`config.mk`:
```
export PLATFORM = sky130hd
export DESIGN_NAME = wb_stage
export DESIGN_NICKNAME = d
export VERILOG_FILES = /design/src/rtl/riscv_pkg.sv /design/src/rtl/load_ext.sv /design/src/rtl/wb_stage.sv
export SDC_FILE = /design/constraint.sdc
export NUM_CORES = 1
export LEC_CHECK = 0
export CAP_MARGIN = 20
export CORE_ASPECT_RATIO = 0.75
export CORE_MARGIN = 2
export CORE_UTILIZATION = 31
export CTS_CLUSTER_DIAMETER = 80
export CTS_CLUSTER_SIZE = 8
export DETAILED_ROUTE_END_ITERATION = 7
export SYNTH_ARGS = -nofsm -noshare
export SYNTH_HDL_FRONTEND = slang
export SYNTH_SLANG_ARGS = --single-unit
```
`constraint.sdc`:
```
create_clock -name clk -period 6.45 [get_ports clk]
set_input_delay 0.645 -clock clk [delete_from_list [all_inputs] [get_ports clk]]
set_output_delay 0.645 -clock clk [all_outputs]
set_load 0.01 [all_outputs]
```
`src/rtl/riscv_pkg.sv`:
```
// rtl/riscv_pkg.sv - shared widths and load funct3 encodings
package riscv_pkg;

    localparam int XLEN = 32;
    localparam int NREG = 32;

    localparam logic [2:0] F3_LB  = 3'b000;
    localparam logic [2:0] F3_LH  = 3'b001;
    localparam logic [2:0] F3_LW  = 3'b010;
    localparam logic [2:0] F3_LBU = 3'b100;
    localparam logic [2:0] F3_LHU = 3'b101;

endpackage

```
`src/rtl/load_ext.sv`:
```
// rtl/load_ext.sv - byte/halfword select and sign/zero extension of load data
module load_ext
    import riscv_pkg::*;
(
    input  logic [2:0]      funct3,
    input  logic [1:0]      addr_lo,
    input  logic [XLEN-1:0] word,
    output logic [XLEN-1:0] data,
    output logic            misalign
);

    logic [7:0]  byte_sel;
    logic [15:0] half_sel;

    assign byte_sel = word[{addr_lo, 3'b000} +: 8];
    assign half_sel = addr_lo[1] ? word[31:16] : word[15:0];

    // Unknown funct3 falls through as a full-word load but is flagged.
    always_comb begin
        data     = word;
        misalign = 1'b0;
        case (funct3)
            F3_LB:  data = {{24{byte_sel[7]}}, byte_sel};
            F3_LBU: data = {24'd0, byte_sel};
            F3_LH: begin
                data     = {{16{half_sel[15]}}, half_sel};
                misalign = addr_lo[0];
            end
            F3_LHU: begin
                data     = {16'd0, half_sel};
                misalign = addr_lo[0];
            end
            F3_LW:  misalign = (addr_lo != 2'b00);
            default: misalign = 1'b1;
        endcase
    end

endmodule

```
`src/rtl/wb_stage.sv`:
```
// rtl/wb_stage.sv - write-back arbitration of ALU and load results with load scoreboard
module wb_stage
    import riscv_pkg::*;
(
    input  logic            clk,
    input  logic            rst,
    input  logic            alu_valid,
    output logic            alu_ready,
    input  logic [4:0]      alu_rd,
    input  logic [XLEN-1:0] alu_data,
    input  logic            ld_issue,
    input  logic [4:0]      ld_issue_rd,
    input  logic            ld_resp_valid,
    input  logic [4:0]      ld_resp_rd,
    input  logic [XLEN-1:0] ld_resp_data,
    input  logic [2:0]      ld_resp_funct3,
    input  logic [1:0]      ld_resp_addr_lo,
    input  logic [4:0]      rs1,
    input  logic [4:0]      rs2,
    output logic            stall,
    output logic            proto_err,
    output logic [4:0]      rd,
    output logic [XLEN-1:0] rd_data,
    output logic            reg_write
);

    logic            skid_full;
    logic [4:0]      skid_rd;
    logic [XLEN-1:0] skid_data;
    logic            out_is_load;
    logic [NREG-1:0] busy;
    logic [NREG-1:0] busy_next;
    logic [XLEN-1:0] ext_data;
    logic            ext_misalign;
    logic            alu_accept;
    logic            win_valid;
    logic            win_load;
    logic [4:0]      win_rd;
    logic [XLEN-1:0] win_data;
    logic            err_now;

    load_ext u_load_ext (
        .funct3   (ld_resp_funct3),
        .addr_lo  (ld_resp_addr_lo),
        .word     (ld_resp_data),
        .data     (ext_data),
        .misalign (ext_misalign)
    );

    assign alu_ready  = !skid_full;
    assign alu_accept = alu_valid && alu_ready;

    always_comb begin
        win_valid = 1'b0;
        win_load  = 1'b0;
        win_rd    = 5'd0;
        win_data  = '0;
        if (ld_resp_valid) begin
            win_valid = 1'b1;
            win_load  = 1'b1;
            win_rd    = ld_resp_rd;
            win_data  = ext_data;
        end else if (skid_full) begin
            win_valid = 1'b1;
            win_rd    = skid_rd;
            win_data  = skid_data;
        end else if (alu_accept) begin
            win_valid = 1'b1;
            win_rd    = alu_rd;
            win_data  = alu_data;
        end
    end

    // Clear lands on the same edge the register file captures the load; a new issue overrides it.
    always_comb begin
        busy_next = busy;
        if (reg_write && out_is_load)
            busy_next[rd] = 1'b0;
        if (ld_issue && (ld_issue_rd != 5'd0))
            busy_next[ld_issue_rd] = 1'b1;
    end

    assign err_now = (ld_issue && (ld_issue_rd != 5'd0) && busy[ld_issue_rd])
                   || (ld_resp_valid && (!busy[ld_resp_rd] || ext_misalign));

    assign stall = ((rs1 != 5'd0) && busy[rs1]) || ((rs2 != 5'd0) && busy[rs2]);

    always_ff @(posedge clk or posedge rst) begin
        if (rst) begin
            reg_write   <= 1'b0;
            rd          <= 5'd0;
            rd_data     <= '0;
            out_is_load <= 1'b0;
            skid_full   <= 1'b0;
            skid_rd     <= 5'd0;
            skid_data   <= '0;
            busy        <= '0;
            proto_err   <= 1'b0;
        end else begin
            reg_write   <= win_valid && (win_rd != 5'd0);
            rd          <= win_rd;
            rd_data     <= (win_rd != 5'd0) ? win_data : '0;
            out_is_load <= win_load;
            busy        <= busy_next;
            if (ld_resp_valid && alu_accept) begin
                skid_full <= 1'b1;
                skid_rd   <= alu_rd;
                skid_data <= alu_data;
            end else if (!ld_resp_valid) begin
                skid_full <= 1'b0;
            end
            if (err_now)
                proto_err <= 1'b1;
        end
    end

endmodule

```
* After elaboration in Yosys (flattened, before gate mapping)
Cells that the tools add are included.
Cells by class: reductions and logical operators 24, add/subtract/negate cells 0, order comparisons 7, div/mod/pow operators 0, equal/unequal tests 5, bitwise operators 3, mux-type cells 30, multipliers 0, shift-type cells 1
Operators by type and width (count):
- 2-to-1 mux 32 bit | 6
- case mux 32 bit (4 select lines) | 1
- bitwise AND 32 bit | 1
- inverter 32 bit | 1
- OR 32 bit | 1
- indexed part select 32 x 6 -> 8 bit | 1
- less-than comparator 5 x 6 -> 1 bit (second input constant) | 5
- binary-select mux 1 bit (select 5 bit) | 4
- nonzero test 5 bit | 4
- 2-to-1 mux 16 bit | 1
- 2-to-1 mux 5 bit | 3
- 2-to-1 mux 1 bit | 12
- logical AND 1 bit | 11
- demux 1 bit (select 5 bit) | 2
- >= comparator 5 x 1 -> 1 bit (second input constant) | 2
- equality test 3 bit (second input constant) | 2
- OR reduction 2 bit | 2
- equality test 3 x 1 -> 1 bit (second input constant) | 1
- equality test 3 x 2 -> 1 bit (second input constant) | 1
- zero test 3 bit | 1
- logical OR 1 bit | 3
- case mux 1 bit (3 select lines) | 1
- zero test 1 bit | 2
- != test 2 x 1 -> 1 bit (second input constant) | 1
- nonzero test 2 bit | 1
Storage, ports and cells: word-level logic and storage cells 79, ROM bits 0, bits in latches 0, output and inout bits 41, memories 0, bits in registers 110, bits of input ports 99, memory bits (writable) 0

* Longest topological paths before layout
depth in word-level cells 9, depth in mapped cells 9, depth with buffers taken out 5

* By module
Synthesis repeated with hierarchy kept, for this count alone.
Second synthesis, totals: cells, all modules 609, area total of the unflattened synthesis 6297.3 µm²
Modules (own cells, without submodules):
- wb_stage | times used 1, sequential area each 2752.6 µm², cells an instance 496, area an instance 5645.4 µm²
- load_ext | times used 1, sequential area each 0.0 µm², cells an instance 113, area an instance 651.9 µm²

* Worst setup path before layout
Ideal clock, no wire load.
path type input to output, start in rs2[2], end out stall, data arrival time 2.114 ns, path buffers 1, path slack 3.691 ns, stages 5, data required time 5.805 ns, cells stage by stage clkbuf_1 -> mux4_2 -> mux4_2 -> nand2_1 -> o221ai_1
On the way: word-level cells in the longest chain between the ends 4, elaborated cells on any way between the ends 5, those cells by class mux: 2; reduce/logical: 3
Ends and longest elaborated chain:
- from (decl) | line wb_stage.sv:19 | input logic [4:0] rs2,
- binary-select mux 1 bit (select 5 bit) | line wb_stage.sv:86 | assign stall = ((rs1 != 5'd0) && busy[rs1]) || ((rs2 != 5'd0) && busy[rs2]);
- 2-to-1 mux 1 bit (not written as such) | line wb_stage.sv:86
- logical AND 1 bit (*) | line wb_stage.sv:86
- logical OR 1 bit (*) | line wb_stage.sv:86
- to (decl) | line wb_stage.sv:20 | output logic stall,
Every way passes the cells marked *; elsewhere a longest branch is shown, timed or not. The select of a mux whose other input is x is not followed.

* Final worst setup path
start in rs1[0], end out stall
On the way: word-level cells in the longest chain between the ends 4, elaborated cells on any way between the ends 5, those cells by class mux: 2; reduce/logical: 3
Ends and longest elaborated chain:
- from (decl) | line wb_stage.sv:18 | input logic [4:0] rs1,
- binary-select mux 1 bit (select 5 bit) | line wb_stage.sv:86
- 2-to-1 mux 1 bit (not written as such) | line wb_stage.sv:86
- logical AND 1 bit (*) | line wb_stage.sv:86
- logical OR 1 bit (*) | line wb_stage.sv:86
Marked as above.

==> metrics.md <==
| Metric | Value |
|---|---|
| Tot GR Track Use | 20.83% |
| CORE AREA | approximately 0.019 mm2 |
| Crit-path cells | clkdlybuf4s50_1 > mux4_2 > mux2_2 > a211oi_1 > o221ai_1 > clkdlybuf4s50_1 |
| Post-CTS Resized | 0 |
| Total gr overflow | 0 |
| Drt first pass iters | 5 |
| Ant. Diodes | 0 |
| Sum Neg Setup Slack | 0 ns |
| Largest net degree at the start of global routing | just under 70 |
| Flops & latches, synth | between 100 and 150 |
| Leak | just over 3 nW |
| CP Buf/Inv Count | 2 |
| FF-to-FF path depth | 6 |
| PD cells | ~270 mW/mm2 |
| Global-route wire length before repair | 33,670 um |
| Cell count after placement | approximately 940 |
| DRC | 0 |
| Worst path depth | 6 |
| Clk_skew | 0.01400 ns |
| IO Port Bufs | 139 |
| Die ar. | approximately 0.021 mm2 |
| Setup Crit Path Kind | input port to primary output |
| Top Family by Delay on Critical Path | buffers and inverters |
| Register area share after synthesis | between 40 and 50% |
| Worst slew margin | a little under 30% |
| Syn Area/Cell | around 11 um2 |
| CTS Buf Count | 9 |
| Top cells by count, synth | dfrtp_1, o21ai_0, a21oi_1, mux2_2, nand2_1 |
| Hold WC Path Type | flip-flop to flip-flop |
| DR WL/cell | between 20 and 25 um |
| Max Cap Viol | 0 |
| Initial core utilization | about a third |
| PnR worst setup slack | around 2.6 ns |
| RSZ-0062 raised after global routing | false |
| Total number of vias | 5,526 |
| Min Clock Period, post-route | roughly 3.8 ns |
| Final HPWL DP | approximately 15,000 um |
| CTS tree | done |
| Final Hold Vio Count | 0 |
| I/O pin cnt | 140 |
| Fin nets | between 700 and 800 |
| Slowest stage delay, CP | just under 0.8 ns |
| Routability cong. | just over 0.9 |
| Post-synth top area cell | dfrtp_1 |
| Post-synth cell types | 41 |
| Slew @ Worst Pin | 1.061 ns |
| DIE WIDTH | about 170 um |
| Core Rows | between 40 and 50 |
| Root Driver | clkbuf_16 |
| Crit path max-delay cell type | clkdlybuf4s50_1 |
| Top-count cell post-synth | dfrtp_1 |
| Post-route ant nets | 0 |
| CP Max Fanout | 9 |
| Hold_ws | ~0.51 ns |
| Critical Path AT | ~3.2 ns |
| Die H | roughly 130 um |
| Critical path startpoint category | input port |
| Area contributors post-synth | dfrtp_1, mux2_2, mux4_2, o21ai_0, a21oi_1 |
| CTS H-tree lvls | 3 |
| Non-Filler Instances | 953 |
| Ys async rst share | 100.0% |
| Storage cell area | ~0.0028 mm2 |
| Place WS | between 2 and 3 ns |
| Via density | between 5 and 6 |
| Area of the multi-input gates | 0.003141 mm2 |
| CP most frequent cell | clkdlybuf4s50_1 |
| Final worst-path cycle share | around 60% |
| Ys flop type | dfrtp_1 |
| Synthesized instance count | around 580 |
| Number of global-route vias before repair | between 5k and 6k |
| CP Data Required Time | 5.80 ns |
| Syn Nets | just under 700 |
| Hold path depth | 1 |
| Max Transition Viols Final | 0 |
| WL final | between 20,000 and 25,000 um |
| Post-CTS setup buffer count | 0 |
| Synthesized area | slightly above 0.006 mm2 |
| Peak Freq | about 0.26 GHz |
| Setup Viol. Count Final | 0 |
| Syn-to-layout area delta | 30.66% |
| DP Area | between 0.007 and 0.008 mm2 |
| Peak supply drop | between 100 and 150 uV |
| Yosys warns | 0 |
| Post-synth EDFFs | 0 |
| CTS clk-pin slew, worst paths | about 0.090 ns |
| Clk_lat worst skew | about 0.36 ns |
| Share of the synthesized area in the top cell type | between 40% and 50% |
| Clock Path Buffers | 2 |
| Initial antenna violation count | 1 |
| Cts hold-fix bufs | 0 |
| Design Area, Final | 0.008020 mm2 |
| Run status | finished clean |
| Layout cell share with drive strength beyond 1 | roughly 15% |
| Clk sinks | 110 |
| 1st-iter DRT viols | between 500 and 600 |
| CP Capture Type | primary output |
| Fillers | 1,870 |
==> logic make-up after synthesis <==
kind of cell,synth area share [%]
simple gates,9.866
mux,21.06
buf+inv,3.995
compound gates,20.24
flops,44.84
==> metrics by stage <==
step           util, %  power (mW)
6_report         41.39       2.184
5_1_grt          41.39       2.291
4_1_cts          41.39       2.185
3_5_place_dp     39.75       1.604
3_3_place_gp     39.75       1.585
2_1_floorplan        -       1.300
==> cell type report <==
type	instances	share of cell area [%]
clock buffers	9	2.808
clock inverters	7	1.139
multi-input cells	413	39.16
flip-flops and latches	110	34.32
inverters	16	0.7800
well taps	253	3.947
repair buffers	145	17.85
==> placed cells by master, fill, tap and decap left out, types with 16 or more instances in the layout <==
cell	Yosys	layout
a211oi_1	16	16
a21oi_1	53	53
a221oi_1	18	18
clkdlybuf4s50_1	0	138
dfrtp_1	110	110
mux2_2	51	51
mux2i_1	20	20
mux4_2	23	23
nand2_1	27	27
nand3_1	18	18
nor2_1	20	20
o21ai_0	63	63
o22ai_1	23	23
==> final timing paths <==
path / from / endpoint / slack (ns)
max: rs1[0] / stall / 2.63
min: skid_rd[1]$_DFFE_PP0P_ / skid_rd[1]$_DFFE_PP0P_ / 0.51
max reg2reg: skid_full$_DFFE_PP0P_ / skid_rd[4]$_DFFE_PP0P_ / 4.25
min reg2reg: skid_rd[1]$_DFFE_PP0P_ / skid_rd[1]$_DFFE_PP0P_ / 0.51
max in group asynchronous: rst / rd_data[7]$_DFF_PP0_ / 4.49
min in group asynchronous: rst / busy[7]$_DFF_PP0_ / 0.70
==> routing by layer <==
metal  wire, um  track usage, %  up-vias
li1           -               -     2451
met1      10240           31.38     2799
met2       9188           30.21      253
met3       1847           4.965       23
met4        333           4.868        0
met5          0               0        -
==> flip-flops by register name, indices dropped and copies added, names as in the netlist <==
signal,cells
rd_data,32
rd,5
skid_rd,5
busy,32
skid_full,1
reg_write,1
out_is_load,1
skid_data,32
proto_err,1
==> power breakdown <==
part	switching, mW	leakage (nW)	internal [mW]	total [mW]
Clock	0.300	0.152	0.280	0.579
Combinational	0.258	1.61	0.334	0.592
Sequential	0.184	1.28	0.829	1.01
Power figures use the tool's default switching activity.
